==> config.mk <==
export PLATFORM = sky130hd
export DESIGN_NAME = deser_capture
export DESIGN_NICKNAME = d
export VERILOG_FILES = /design/src/rtl/deser_pkg.sv /design/src/rtl/deser_shift_core.sv /design/src/rtl/deser_capture.sv
export SDC_FILE = /design/constraint.sdc
export NUM_CORES = 1
export LEC_CHECK = 0
export BUFFER_PORTS_ARGS = -buffer_cell sky130_fd_sc_hd__buf_2
export CAP_MARGIN = 20
export CORE_MARGIN = 2
export CORE_UTILIZATION = 46
export CTS_CLUSTER_SIZE = 10
export DETAILED_ROUTE_END_ITERATION = 7
export GPL_ROUTABILITY_DRIVEN = 0
export PLACE_DENSITY = 0.78
export SLEW_MARGIN = 20
export SYNTH_ARGS = -nofsm -noshare
export SYNTH_HDL_FRONTEND = slang
export SYNTH_SLANG_ARGS = --single-unit
==> constraint.sdc <==
create_clock -name clk -period 3.4 [get_ports clk]
set_input_delay 0.68 -clock clk [delete_from_list [all_inputs] [get_ports clk]]
set_output_delay 0.68 -clock clk [all_outputs]
set_load 0.05 [all_outputs]
==> src/rtl/deser_pkg.sv <==
// ----------------------------------------------------------------------------
// deser_pkg
//   Shared definitions for the serial-to-parallel capture block.
//   - shift_state_t : shift FSM states (IDLE, SHIFT)
//   - WIDTH_MIN/MAX : legal word-length range for the WIDTH parameter
//   - cnt_width()   : bit-counter width able to hold the values 0..WIDTH
// ----------------------------------------------------------------------------
package deser_pkg;

  localparam int WIDTH_MIN = 2;
  localparam int WIDTH_MAX = 32;

  typedef enum logic {
    IDLE  = 1'b0,
    SHIFT = 1'b1
  } shift_state_t;

  // The counter reaches WIDTH on the completing bit, so it needs room for
  // WIDTH itself, not just WIDTH-1.
  function automatic int cnt_width(input int width);
    return $clog2(width + 1);
  endfunction

endpackage

==> src/rtl/deser_shift_core.sv <==
// ----------------------------------------------------------------------------
// deser_shift_core
//   Shift register and bit counter for the serial capture path. The owning
//   FSM decides when a bit is the first of a word (load) or a follow-on
//   bit (shift); this block only stores bits and counts them.
//
// Parameters
//   WIDTH     : word length in bits (WIDTH_MIN..WIDTH_MAX)
//   MSB_FIRST : 1 = first received bit ends up in word[WIDTH-1]
//
// Ports
//   clk   in   rising-edge clock
//   rst   in   asynchronous active-high reset
//   load  in   store d as the first bit of a new word, count = 1
//   shift in   store d as the next bit of the current word, count + 1
//   d     in   serial data bit
//   word  out  shift register contents
//   count out  number of bits stored in the current word
// ----------------------------------------------------------------------------
module deser_shift_core
  import deser_pkg::*;
#(
  parameter int WIDTH     = 8,
  parameter bit MSB_FIRST = 1'b1,
  localparam int CW       = cnt_width(WIDTH)
) (
  input  logic             clk,
  input  logic             rst,
  input  logic             load,
  input  logic             shift,
  input  logic             d,
  output logic [WIDTH-1:0] word,
  output logic [CW-1:0]    count
);

  logic [WIDTH-1:0] first_word;
  logic [WIDTH-1:0] next_word;

  // A first bit clears any leftover partial word, so a restart never mixes
  // bits from two frames.
  always_comb begin
    if (MSB_FIRST) begin
      first_word = {{(WIDTH-1){1'b0}}, d};
      next_word  = {word[WIDTH-2:0], d};
    end else begin
      first_word = {d, {(WIDTH-1){1'b0}}};
      next_word  = {d, word[WIDTH-1:1]};
    end
  end

  // NOTE: sequential state uses non-blocking assignments so every register
  // samples pre-edge values, independent of block evaluation order.
  always_ff @(posedge clk or posedge rst) begin
    if (rst) begin
      word  <= '0;
      count <= '0;
    end else if (load) begin
      word  <= first_word;
      count <= CW'(1);
    end else if (shift) begin
      word  <= next_word;
      count <= count + 1'b1;
    end
  end

endmodule

==> src/rtl/deser_capture.sv <==
// ----------------------------------------------------------------------------
// deser_capture
//   Serial-to-parallel word capture with a one-entry output register and a
//   valid/ready handshake. Capture of the next word continues while the
//   previous word waits for the consumer; a word that completes while the
//   output is still occupied and not being accepted is dropped and flagged.
//
// Parameters
//   WIDTH     : word length in bits (WIDTH_MIN..WIDTH_MAX)
//   MSB_FIRST : 1 = first received bit lands in q_data[WIDTH-1]
//
// Ports
//   clk     in   rising-edge clock
//   rst     in   asynchronous active-high reset
//   d       in   serial data bit, stable at clk rise
//   en      in   d is a valid bit this cycle
//   sof     in   with en: d is the first bit of a new word
//   q_data  out  assembled word
//   q_valid out  q_data holds an undelivered word
//   q_ready in   consumer accepts the word when q_valid && q_ready
//   ovf     out  sticky: a completed word was dropped (cleared only by rst)
//   busy    out  shift FSM is in SHIFT
// ----------------------------------------------------------------------------
module deser_capture
  import deser_pkg::*;
#(
  parameter int WIDTH     = 8,
  parameter bit MSB_FIRST = 1'b1
) (
  input  logic             clk,
  input  logic             rst,
  input  logic             d,
  input  logic             en,
  input  logic             sof,
  output logic [WIDTH-1:0] q_data,
  output logic             q_valid,
  input  logic             q_ready,
  output logic             ovf,
  output logic             busy
);

  localparam int CW = cnt_width(WIDTH);

  shift_state_t     state;
  logic             armed;     // low for the first edge after reset release
  logic             done_q;    // a word completed on the previous edge
  logic             load;
  logic             shift;
  logic             last_bit;
  logic [WIDTH-1:0] word;
  logic [CW-1:0]    count;

  // --------------------------------------------------------------------------
  // Bit qualification. sof only matters together with en; in SHIFT a new
  // sof restarts the word, in IDLE a bit without sof is discarded.
  // --------------------------------------------------------------------------
  // NOTE: every signal driven here gets a default first, so no path through
  // the block can leave it unassigned and infer a latch.
  always_comb begin
    load  = 1'b0;
    shift = 1'b0;
    if (armed && en) begin
      if (sof) begin
        load = 1'b1;
      end else if (state == SHIFT) begin
        shift = 1'b1;
      end
    end
  end

  // The restart path (load) reloads count to 1, so with WIDTH >= 2 only a
  // follow-on bit can ever be the completing one.
  assign last_bit = shift && (count == CW'(WIDTH - 1));

  deser_shift_core #(
    .WIDTH     (WIDTH),
    .MSB_FIRST (MSB_FIRST)
  ) u_core (
    .clk   (clk),
    .rst   (rst),
    .load  (load),
    .shift (shift),
    .d     (d),
    .word  (word),
    .count (count)
  );

  // --------------------------------------------------------------------------
  // Shift FSM. busy is registered alongside the state so it is glitch-free.
  // --------------------------------------------------------------------------
  // NOTE: only control and output registers are reset here; the datapath
  // reset lives with the shift register in the core, and both clear
  // asynchronously so a partial word is gone the moment rst rises.
  always_ff @(posedge clk or posedge rst) begin
    if (rst) begin
      state  <= IDLE;
      busy   <= 1'b0;
      armed  <= 1'b0;
      done_q <= 1'b0;
    end else begin
      armed  <= 1'b1;
      done_q <= last_bit;
      if (load) begin
        state <= SHIFT;
        busy  <= 1'b1;
      end else if (last_bit) begin
        state <= IDLE;
        busy  <= 1'b0;
      end
    end
  end

  // --------------------------------------------------------------------------
  // Output register and overflow flag. A completed word is presented one
  // edge after its last bit. The shift register may already be loading the
  // first bit of the next frame on that same edge; the output still picks
  // up the completed word because it samples the pre-edge contents.
  // --------------------------------------------------------------------------
  always_ff @(posedge clk or posedge rst) begin
    if (rst) begin
      q_data  <= '0;
      q_valid <= 1'b0;
      ovf     <= 1'b0;
    end else if (done_q) begin
      if (!q_valid || q_ready) begin
        // Empty slot, or the old word leaves this edge: no bubble.
        q_data  <= word;
        q_valid <= 1'b1;
      end else begin
        // Slot occupied and not accepted: keep the old word, drop the new.
        ovf <= 1'b1;
      end
    end else if (q_valid && q_ready) begin
      q_valid <= 1'b0;
    end
  end

endmodule

==> summary.txt, run 1 <==
Power
  – Pwr per Cell Area: 491.8 nW/um^2
  – Lkg Pwr: slightly below 0.6 nW
  – Sw Ratio: 0.2832
  – NetSw: 0.1575 mW
  – Clock Power Share: 0.239
  – Comb pwr share: 0.145
  – Flop pwr share: 0.616
  – Peak VDD IR: approximately 0.33 mV
  – P_int: 0.3987 mW

Min path
  – Hold Crit Start: done_q$_DFF_PP0_
  – Hold Path Sink: q_valid$_DFFE_PP0P_
  – HP Class: register to register
  – Hold-critical path depth: 2

Setup path
  – CP peak stage delay: approximately 0.50 ns
  – Cell chain of the critical path: buf_2
  – Worst R2R Setup Slack: 2.10 ns
  – Buffers & Inverters on Critical Path: 1
  – Delay-heaviest family, CP: flip-flops
  – Worst-path fanout max: 6
  – WP data arrival: 1.14 ns
  – RR Endpoint: state$_DFFE_PP0P_
  – Crit Path Class: register to primary output
  – CP required: 2.72 ns
  – Critical path startpoint: state$_DFFE_PP0P_
  – R2r startpoint: u_core.count[0]$_DFFE_PP0P_
  – Reg2Reg Depth: 4
  – Crit start category: register
  – Crit end category: primary output
  – Slowest-stage cell, CP: dfrtp_1

Cells and area
  – Area Growth Syn to Fin: 12.02%
  – Final nets: between 90 and 100
  – Antenna diode count: 0
  – Cell Count, Final, Fillers Out: 117
  – Layout cells sized above 1: 0.3667
  – Most common cell after layout, fill and taps aside: dfrtp_1
  – Most frequent cells in the layout: 25 x dfrtp_1, 16 x buf_2, 8 x a22o_1, 8 x mux2_2, 4 x inv_1
  – Final core utilization: 0.5594

Timing
  – Rel. slew slack: 0.4051
  – Setup Viol. Count Final: 0
  – Worst setup margin: 1.584 ns
  – Slew at the pin closest to its max-slew limit: roughly 0.89 ns
  – Final TNS setup: 0 ns
  – Slew Limit Fails: 0
  – Minimum clock period: around 1.8 ns
  – Fin. Hold Viols: 0
  – Setup Skew: 0.009557 ns
  – Unrepaired setup endpoints after global routing: false
  – FMAX: around 550 MHz
  – Fin crit share: 0.5342

Yosys
  – Post-synth EDFFs: 0
  – Largest area contributor in the netlist: dfrtp_1
  – Net Count, Synth: slightly below 80
  – Top post-synthesis cells by area: dfrtp_1 62%, mux2_2 8.9%, a22o_1 6.9%
  – Area share of the largest cell type after synthesis: 0.6196
  – Yosys warns: 0
  – Cell Area, Synth: between 1000 and 1500 sq um
  – Synth Flop Type: dfrtp_1
  – Post-synthesis cell count: 72
  – Asr flop ratio synth: 1.000
  – #FFs+latches synth: 25
  – Netlist cell types: 23
  – Seq/Total Area, Yosys: 0.6196
  – Syn Area/Cell: 14.02 sq um

Die
  – Initial Util: 0.4994
  – I/O Pins: 17
  – Rows: 16
  – Die X-Extent: approximately 50 um
  – Die Span Y: approximately 51 um
  – Die Area: ~2600 sq um
  – Core area: between 2000 and 2500 sq um

Routing
  – WL met1: about 700 um
  – WL met3: about 76 um
  – DR DRC count: 0
  – WL final: ~1.5 mm
  – First-iteration detailed-routing DRC count: 3
  – Uppermost layer routed: met4
  – Routed wl met2: roughly 740 um
  – First-pass detailed-route iteration total: 4
  – Drt wl/cell: roughly 13 um
  – DR vias: 636
  – Routed vias/inst: approximately 5.4
  – Final ANT Viol Nets: 0

CTS
  – Cts hold-fix bufs: 0
  – Clock sinks: 25
  – Clock slew at the register clock pins of the worst setup and hold paths: between 0.1 and 0.15 ns
  – Post-cts sizing count: 0
  – CTS tree: done
  – Clk Latency, worst-skew pair: about 0.32 ns
  – H-tree Lvls: 1
  – Number of setup buffers added after CTS: 0
  – CTS Buf Count: 3
  – Root buffer cell: clkbuf_4
  – Max clock buf depth: 2

Placed design
  – IO Port Bufs: 16
  – Detailed placement HPWL: 1.123 mm
  – Worst slack at placement: 1.652 ns
  – # placed instances: approximately 110

Global routing
  – Antenna violations before repair: 0
  – Largest net degree at the start of global routing: 26
  – Tot GR Track Use: 0.1508
  – Vias in the first global route: 657
  – First-pass GRT wire length: roughly 2.9 mm
  – Congestion Overflow GR: 0

Outcome
  – Status: finished, final reports clean

Flow run
  – Total of max-cap violations: 0
[worst max-delay path by stage]
stage,end,slack (ns),depth (start not counted)
2_1_floorplan,u_core.word[0]$_DFFE_PP0P_,1.75,5
3_3_place_gp,q_data[2]$_DFFE_PP0P_,1.70,4
3_5_place_dp,q_data[5]$_DFFE_PP0P_,1.65,4
4_1_cts,busy,1.56,1
5_1_grt,busy,1.50,1
6_report,busy,1.58,1
[stage by stage]
step / cell area, sq um / hold WS [ns] / power, mW
5_1_grt: 1131 / 0.5313 / 0.5920
3_3_place_gp: 1101 / 0.4530 / 0.4266
4_1_cts: 1131 / 0.4917 / 0.5682
2_1_floorplan: 1010 / 0.4395 / 0.4104
3_5_place_dp: 1101 / 0.4582 / 0.4302
6_report: 1131 / 0.4868 / 0.5562
[power by group through the flow]
stage	clock, mW	combinational, mW	sequential, mW
final	0.133	0.0807	0.343
after global routing	0.153	0.0912	0.347
after CTS	0.143	0.0822	0.343
after detailed placement	0	0.0820	0.348
after global placement	0	0.0796	0.347
after floorplan	0	0.0483	0.362
[cells in the mapped netlist (2+ instances only)]
cell type	count
a21oi_1	2
a22o_1	8
buf_6	2
dfrtp_1	25
inv_1	4
mux2_2	8
nand2_1	3
nand3_1	2
nor3_1	2
o21ai_0	2
o41ai_1	2
[final cells by class]
class	count	area, sq um
Clock buffer	3	22.52
Clock inverter	1	7.507
Fill cell	170	890.9
Inverter	4	15.01
Multi-Input combinational cell	41	346.6
Sequential cell	25	625.6
Tap cell	27	33.78
Timing Repair Buffer	16	80.08
[flip-flops by register name, indices dropped and copies added, names as in the netlist]
register and cells:
q_data 8, state 1, armed 1, q_valid 1, u_core.count 4, ovf 1, u_core.word 8, done_q 1
[routing by layer]
layer	vias to the layer above	global-route usage
met4	0	0.04054
li1	295	-
met5	-	0
met3	2	0.05263
met1	327	0.1804
met2	12	0.2588
[logic make-up after synthesis]
group                      after synthesis  synth area share
buffers and inverters                    6           0.03717
muxes                                    9            0.1041
adders and majority gates                1           0.01239
and+or+nand+nor                         14            0.1016
DFF                                     25            0.6196
other                                    1          0.003714
AOI/OAI and AO/OA                       16            0.1214
[worst register-to-register path: stages, from the launching register on]
cell and delay, ns:
dfrtp_1 0.42, ha_1 0.18, inv_1 0.06, nor4b_1 0.40
o21ai_0 0.13
(Power assumes the default switching activity.)
==> run 2, diff against run 1 <==
- PLACE_DENSITY: 0.78 -> 0.81
- clock period: 3.4 -> 1.5 ns (I/O delays scaled with it)
==> run 2 against run 1 <==
- critical path depth is the same
- cell count grew 2.6%
- hold slack lost 0.27 ns
- sequential share of layout area shrank 0.97 points
- non-clock buffer count grew 3
- via count shrank 1.1%
- combinational power grew 130%
- sequential cell count is the same
- critical path type unchanged
- highest routed layer unchanged
==> summary.txt, run 2 (synthesis results as in run 1) <==
Cells and area
  – Fillcell total: roughly 180
  – Final core utilization: 0.5705
  – Most frequent cells in the layout: 24 x dfrtp_1, 16 x buf_2, 8 x a22o_1, 8 x mux2_2, 4 x inv_1
  – Cell Count, Final, Fillers Out: 120
  – Top flop regs: q_data: 8 flops, u_core.word: 8 flops, u_core.count: 4 flops
  – Non-Filler Cell Area, Final: between 1000 and 1500 sq um
  – Antenna diode count: 0
  – Most common cell after layout, fill and taps aside: dfrtp_1
  – Final nets: 101
  – Layout cells sized above 1: 0.3763
  – Area Growth Syn to Fin: 14.25%

Routing
  – DR vias: 629
  – Final ANT Viol Nets: 0
  – Routed vias/inst: 5.242
  – First-pass detailed-route iteration total: 4
  – Drt wl/cell: around 13 um
  – First-iteration detailed-routing DRC count: 9
  – WL final: 1.558 mm
  – DR DRC count: 0

Setup path
  – Crit Path Class: register to primary output
  – Crit end category: primary output
  – Worst-path fanout max: 6
  – Buffers & Inverters on Critical Path: 1
  – Crit start category: register
  – CP required: approximately 1.2 ns
  – Delay-heaviest family, CP: flip-flops
  – WP data arrival: between 1 and 1.5 ns
  – Cell chain of the critical path: buf_2
  – CP peak stage delay: 0.45 ns
  – Slowest-stage cell, CP: dfrtp_2

Power
  – Peak VDD IR: between 0.4 and 0.5 mV
  – Power, Total: ~1.2 mW
  – Lkg Pwr: 0.6063 nW
  – Pwr per Cell Area: between 1000 and 1500 nW/um^2

Min path
  – HP Class: input port to register

Placed design
  – DP Area: around 1100 sq um
  – Worst slack at placement: 0.1604 ns
  – IO Port Bufs: 16
  – Detailed placement HPWL: approximately 1.2 mm
  – # placed instances: 115

Timing
  – Worst setup margin: around 0.16 ns
  – Fin crit share: 0.8935
  – Fin. Hold Viols: 0
  – Setup Skew: just over 0.004 ns
  – FMAX: roughly 750 MHz
  – Setup Viol. Count Final: 0
  – Slew Limit Fails: 0
  – Hold slack: between 0.2 and 0.25 ns
  – Final TNS setup: 0 ns
  – Minimum clock period: roughly 1.3 ns
  – Unrepaired setup endpoints after global routing: false

Global routing
  – Vias in the first global route: approximately 640
  – Antenna violations before repair: 0
  – Tot GR Track Use: 0.1470
  – First-pass GRT wire length: approximately 2.8 mm
  – Congestion Overflow GR: 0
  – Largest net degree at the start of global routing: 14

Die
  – Core area: 2022 sq um
  – Die Area: approximately 2600 sq um
  – Initial Util: 0.4994
  – Rows: 16
  – Die X-Extent: 50.85 um
  – I/O Pins: 17
  – Die Span Y: approximately 51 um

Flow run
  – Total of max-cap violations: 0

CTS
  – CTS tree: done
  – H-tree Lvls: 1
  – Clk Latency, worst-skew pair: roughly 0.31 ns
  – Number of setup buffers added after CTS: 0
  – Max clock buf depth: 2
  – Post-cts sizing count: 0
  – Cts hold-fix bufs: 1
  – Clock slew at the register clock pins of the worst setup and hold paths: ~0.12 ns
  – Clock sinks: 25
  – Root buffer cell: clkbuf_4
  – CTS Buf Count: 3

Outcome
  – Status: finished, final reports clean
run 2: changes by cell type in the layout (fill, tap and decap cells not counted), sizes merged:
cell         delta
clkinvlp        -1
clkbuf          +1
dlygate4sd3     +1
buf             +2
run 2: layout make-up:
class / count / area [sq um] / share of cell area
clock buffers: 4 / 26.28 / 0.02278
multi-input cells: 41 / 346.6 / 0.3004
inverters: 4 / 15.01 / 0.01302
well taps: 27 / 33.78 / 0.02928
flip-flops and latches: 25 / 626.9 / 0.5434
repair buffers: 19 / 105.1 / 0.09111
run 2: layer usage:
layer  global-route usage  up-vias  wire length, um
li1                     -      306                -
met1               0.2004      305              741
met2               0.2237       15              724
met3              0.02632        3               63
met4              0.08108        0               28
met5                    0        -                0
run 2: path summary, 6_finish.rpt:
kind	from	slack (ns)	to	depth (start not counted)
max in group asynchronous	rst	0.59	u_core.word[0]$_DFFE_PP0P_	4
min in group asynchronous	rst	0.48	armed$_DFF_PP0_	3
hold reg to reg	ovf$_DFFE_PP0P_	0.49	ovf$_DFFE_PP0P_	1
setup reg to reg	u_core.count[0]$_DFFE_PP0P_	0.19	state$_DFFE_PP0P_	4
setup / recovery	state$_DFFE_PP0P_	0.16	busy	1
hold / removal	d	0.22	u_core.word[0]$_DFFE_PP0P_	2
run 2: report_power, final:
part           switching, mW  internal (mW)  leakage [nW]  total [mW]
Sequential            0.0501          0.729         0.332       0.779
Combinational          0.111         0.0786         0.259       0.189
Clock                  0.178          0.104        0.0150       0.282
Total                  0.339          0.911         0.606        1.25
==> run 3, diff against run 2 <==
- CELL_PAD_IN_SITES_DETAIL_PLACEMENT: not set -> 0
- CELL_PAD_IN_SITES_GLOBAL_PLACEMENT: not set -> 2
- CORE_UTILIZATION: 46 -> 36
- PLACE_DENSITY: 0.81 -> 0.85
- clock period: 1.5 -> 1.24 ns (I/O delays scaled with it)
==> run 3 against run 2 <==
- hold slack got worse by 0.059 ns
- first-iteration DRC count fell by 33%
- worst setup slack got worse by 0.13 ns
- combinational power rose by 53%
- total power rose by 26%
- non-clock buffer count rose by 5
- die area rose by 25%
- clock skew rose by 0.0015 ns
- clock power rose by 23%
- global-route usage fell by 3.3 points
- critical path depth did not move
- sequential cell count did not move
==> summary.txt, run 3 (synthesis results as in run 1) <==
Setup path
  – Crit end category: primary output
  – Crit Path Class: register to primary output
  – Worst-path fanout max: 5
  – Buffers & Inverters on Critical Path: 1
  – Cell chain of the critical path: buf_6
  – Slowest-stage cell, CP: dfrtp_2
  – Reg2Reg Depth: 3
  – WP data arrival: 0.96 ns
  – Crit start category: register
  – CP peak stage delay: about 0.48 ns
  – CP required: approximately 0.99 ns
  – Delay-heaviest family, CP: flip-flops
  – WP depth: 1

CTS
  – CTS tree: done
  – Clk Latency, worst-skew pair: between 0.3 and 0.4 ns
  – CTS Buf Count: 3
  – Clock sinks: 25
  – Root buffer cell: clkbuf_4
  – Max clock buf depth: 2
  – Clock slew at the register clock pins of the worst setup and hold paths: ~0.13 ns
  – H-tree Lvls: 1

Cells and area
  – Most common cell after layout, fill and taps aside: dfrtp_1
  – Area Growth Syn to Fin: 24.41%
  – Most frequent cells in the layout: 22 x dfrtp_1, 11 x buf_2, 8 x a22o_1, 8 x mux2_2, 7 x buf_4
  – Top flop regs: q_data: 8 flops, u_core.word: 8 flops, u_core.count: 4 flops
  – Fillcell total: about 260
  – Final nets: approximately 110
  – Non-Filler Cell Area, Final: about 1300 sq um
  – Antenna diode count: 0
  – Register area: 629.4 sq um
  – Multi-input logic area: about 380 sq um
  – Layout cells sized above 1: 0.4848

Power
  – Pwr per Cell Area: about 1200 nW/um^2
  – Peak VDD IR: ~0.86 mV
  – Power, Total: 1.569 mW
  – Lkg Pwr: between 0.6 and 0.7 nW

Timing
  – FMAX: 828.2 MHz
  – Worst setup margin: around 0.033 ns
  – Final TNS setup: 0 ns
  – Unrepaired setup endpoints after global routing: true
  – Setup Viol. Count Final: 0
  – Slew Limit Fails: 0
  – Minimum clock period: ~1.2 ns
  – Fin crit share: 0.9738
  – Hold slack: between 0.15 and 0.2 ns
  – Fin. Hold Viols: 0
  – Setup Skew: around 0.0056 ns

Die
  – Initial Util: 0.3726
  – Die X-Extent: approximately 57 um
  – Die Area: 3244 sq um
  – I/O Pins: 17
  – Core area: around 2700 sq um
  – Rows: 19
  – Die Span Y: 56.96 um

Placed design
  – IO Port Bufs: 16
  – Worst slack at placement: -0.02235 ns
  – DP Area: roughly 1200 sq um
  – Detailed placement HPWL: around 1.2 mm

Flow run
  – Total of max-cap violations: 0

Outcome
  – Status: finished, final reports clean

Global routing
  – Vias in the first global route: 637
  – Congestion Overflow GR: 0
  – Tot GR Track Use: 0.1136
  – Antenna violations before repair: 0
  – Largest net degree at the start of global routing: 26
  – First-pass GRT wire length: 2.760 mm

Routing
  – DR vias: roughly 670
  – DR DRC count: 0
  – Routed vias/inst: between 5 and 6
  – Final ANT Viol Nets: 0
  – First-iteration detailed-routing DRC count: 6
  – Drt wl/cell: 13.05 um
  – WL final: 1.697 mm
  – First-pass detailed-route iteration total: 4

Min path
  – Hold-critical path depth: 2
  – HP Class: input port to register
-- run 3: worst paths after layout --
| check | startpoint | end | slack (ns) |
|---|---|---|---|
| max in group asynchronous | rst | q_valid$_DFFE_PP0P_ | 0.48 |
| worst min register to register | ovf$_DFFE_PP0P_ | ovf$_DFFE_PP0P_ | 0.50 |
| min in group asynchronous | rst | ovf$_DFFE_PP0P_ | 0.50 |
| worst max-delay path | state$_DFFE_PP0P_ | busy | 0.03 |
| worst min-delay path | d | u_core.word[0]$_DFFE_PP0P_ | 0.16 |
| worst max register to register | state$_DFFE_PP0P_ | u_core.word[0]$_DFFE_PP0P_ | 0.03 |
-- run 3: metal layers --
| layer | wire (um) | part of all wire | vias up | GRT usage |
|---|---|---|---|---|
| li1 | - | - | 317 | - |
| met1 | 788 | 0.46 | 337 | 0.1533 |
| met2 | 826 | 0.49 | 12 | 0.1642 |
| met3 | 60 | 0.035 | 2 | 0.04989 |
| met4 | 22 | 0.013 | 0 | 0.03987 |
| met5 | 0 | 0 | - | 0 |
-- run 3: per-stage QoR --
step,util,instances
2_1_floorplan,-,72
3_3_place_gp,0.4294,123
3_5_place_dp,0.4294,123
4_1_cts,0.4483,128
5_1_grt,0.4635,130
6_report,0.4635,130
-- run 3: where the power goes --
group / total [mW] / internal, mW / switching (mW) / leakage (nW)
Sequential: 0.934 / 0.882 / 0.0529 / 0.329
Clock: 0.346 / 0.120 / 0.225 / 0.0177
Combinational: 0.289 / 0.134 / 0.155 / 0.291
-- run 3: layout make-up --
class | count | area share
clock buffers | 3 | 0.01793
clock inverters | 1 | 0.003984
inverters | 4 | 0.01195
multi-input cells | 42 | 0.3048
flip-flops and latches | 25 | 0.5010
well taps | 31 | 0.03088
repair buffers | 24 | 0.1295
-- run 3: what timing repair did --
item / CTS / global route
cloned: 0 / 1
setup buffers: 0 / 1
pin swaps: 0 / 2
hold endpoints to repair: 25 / 0
hold buffers: 1 / 0
gates resized for setup: 4 / 7
setup endpoints to repair: 10 / 19
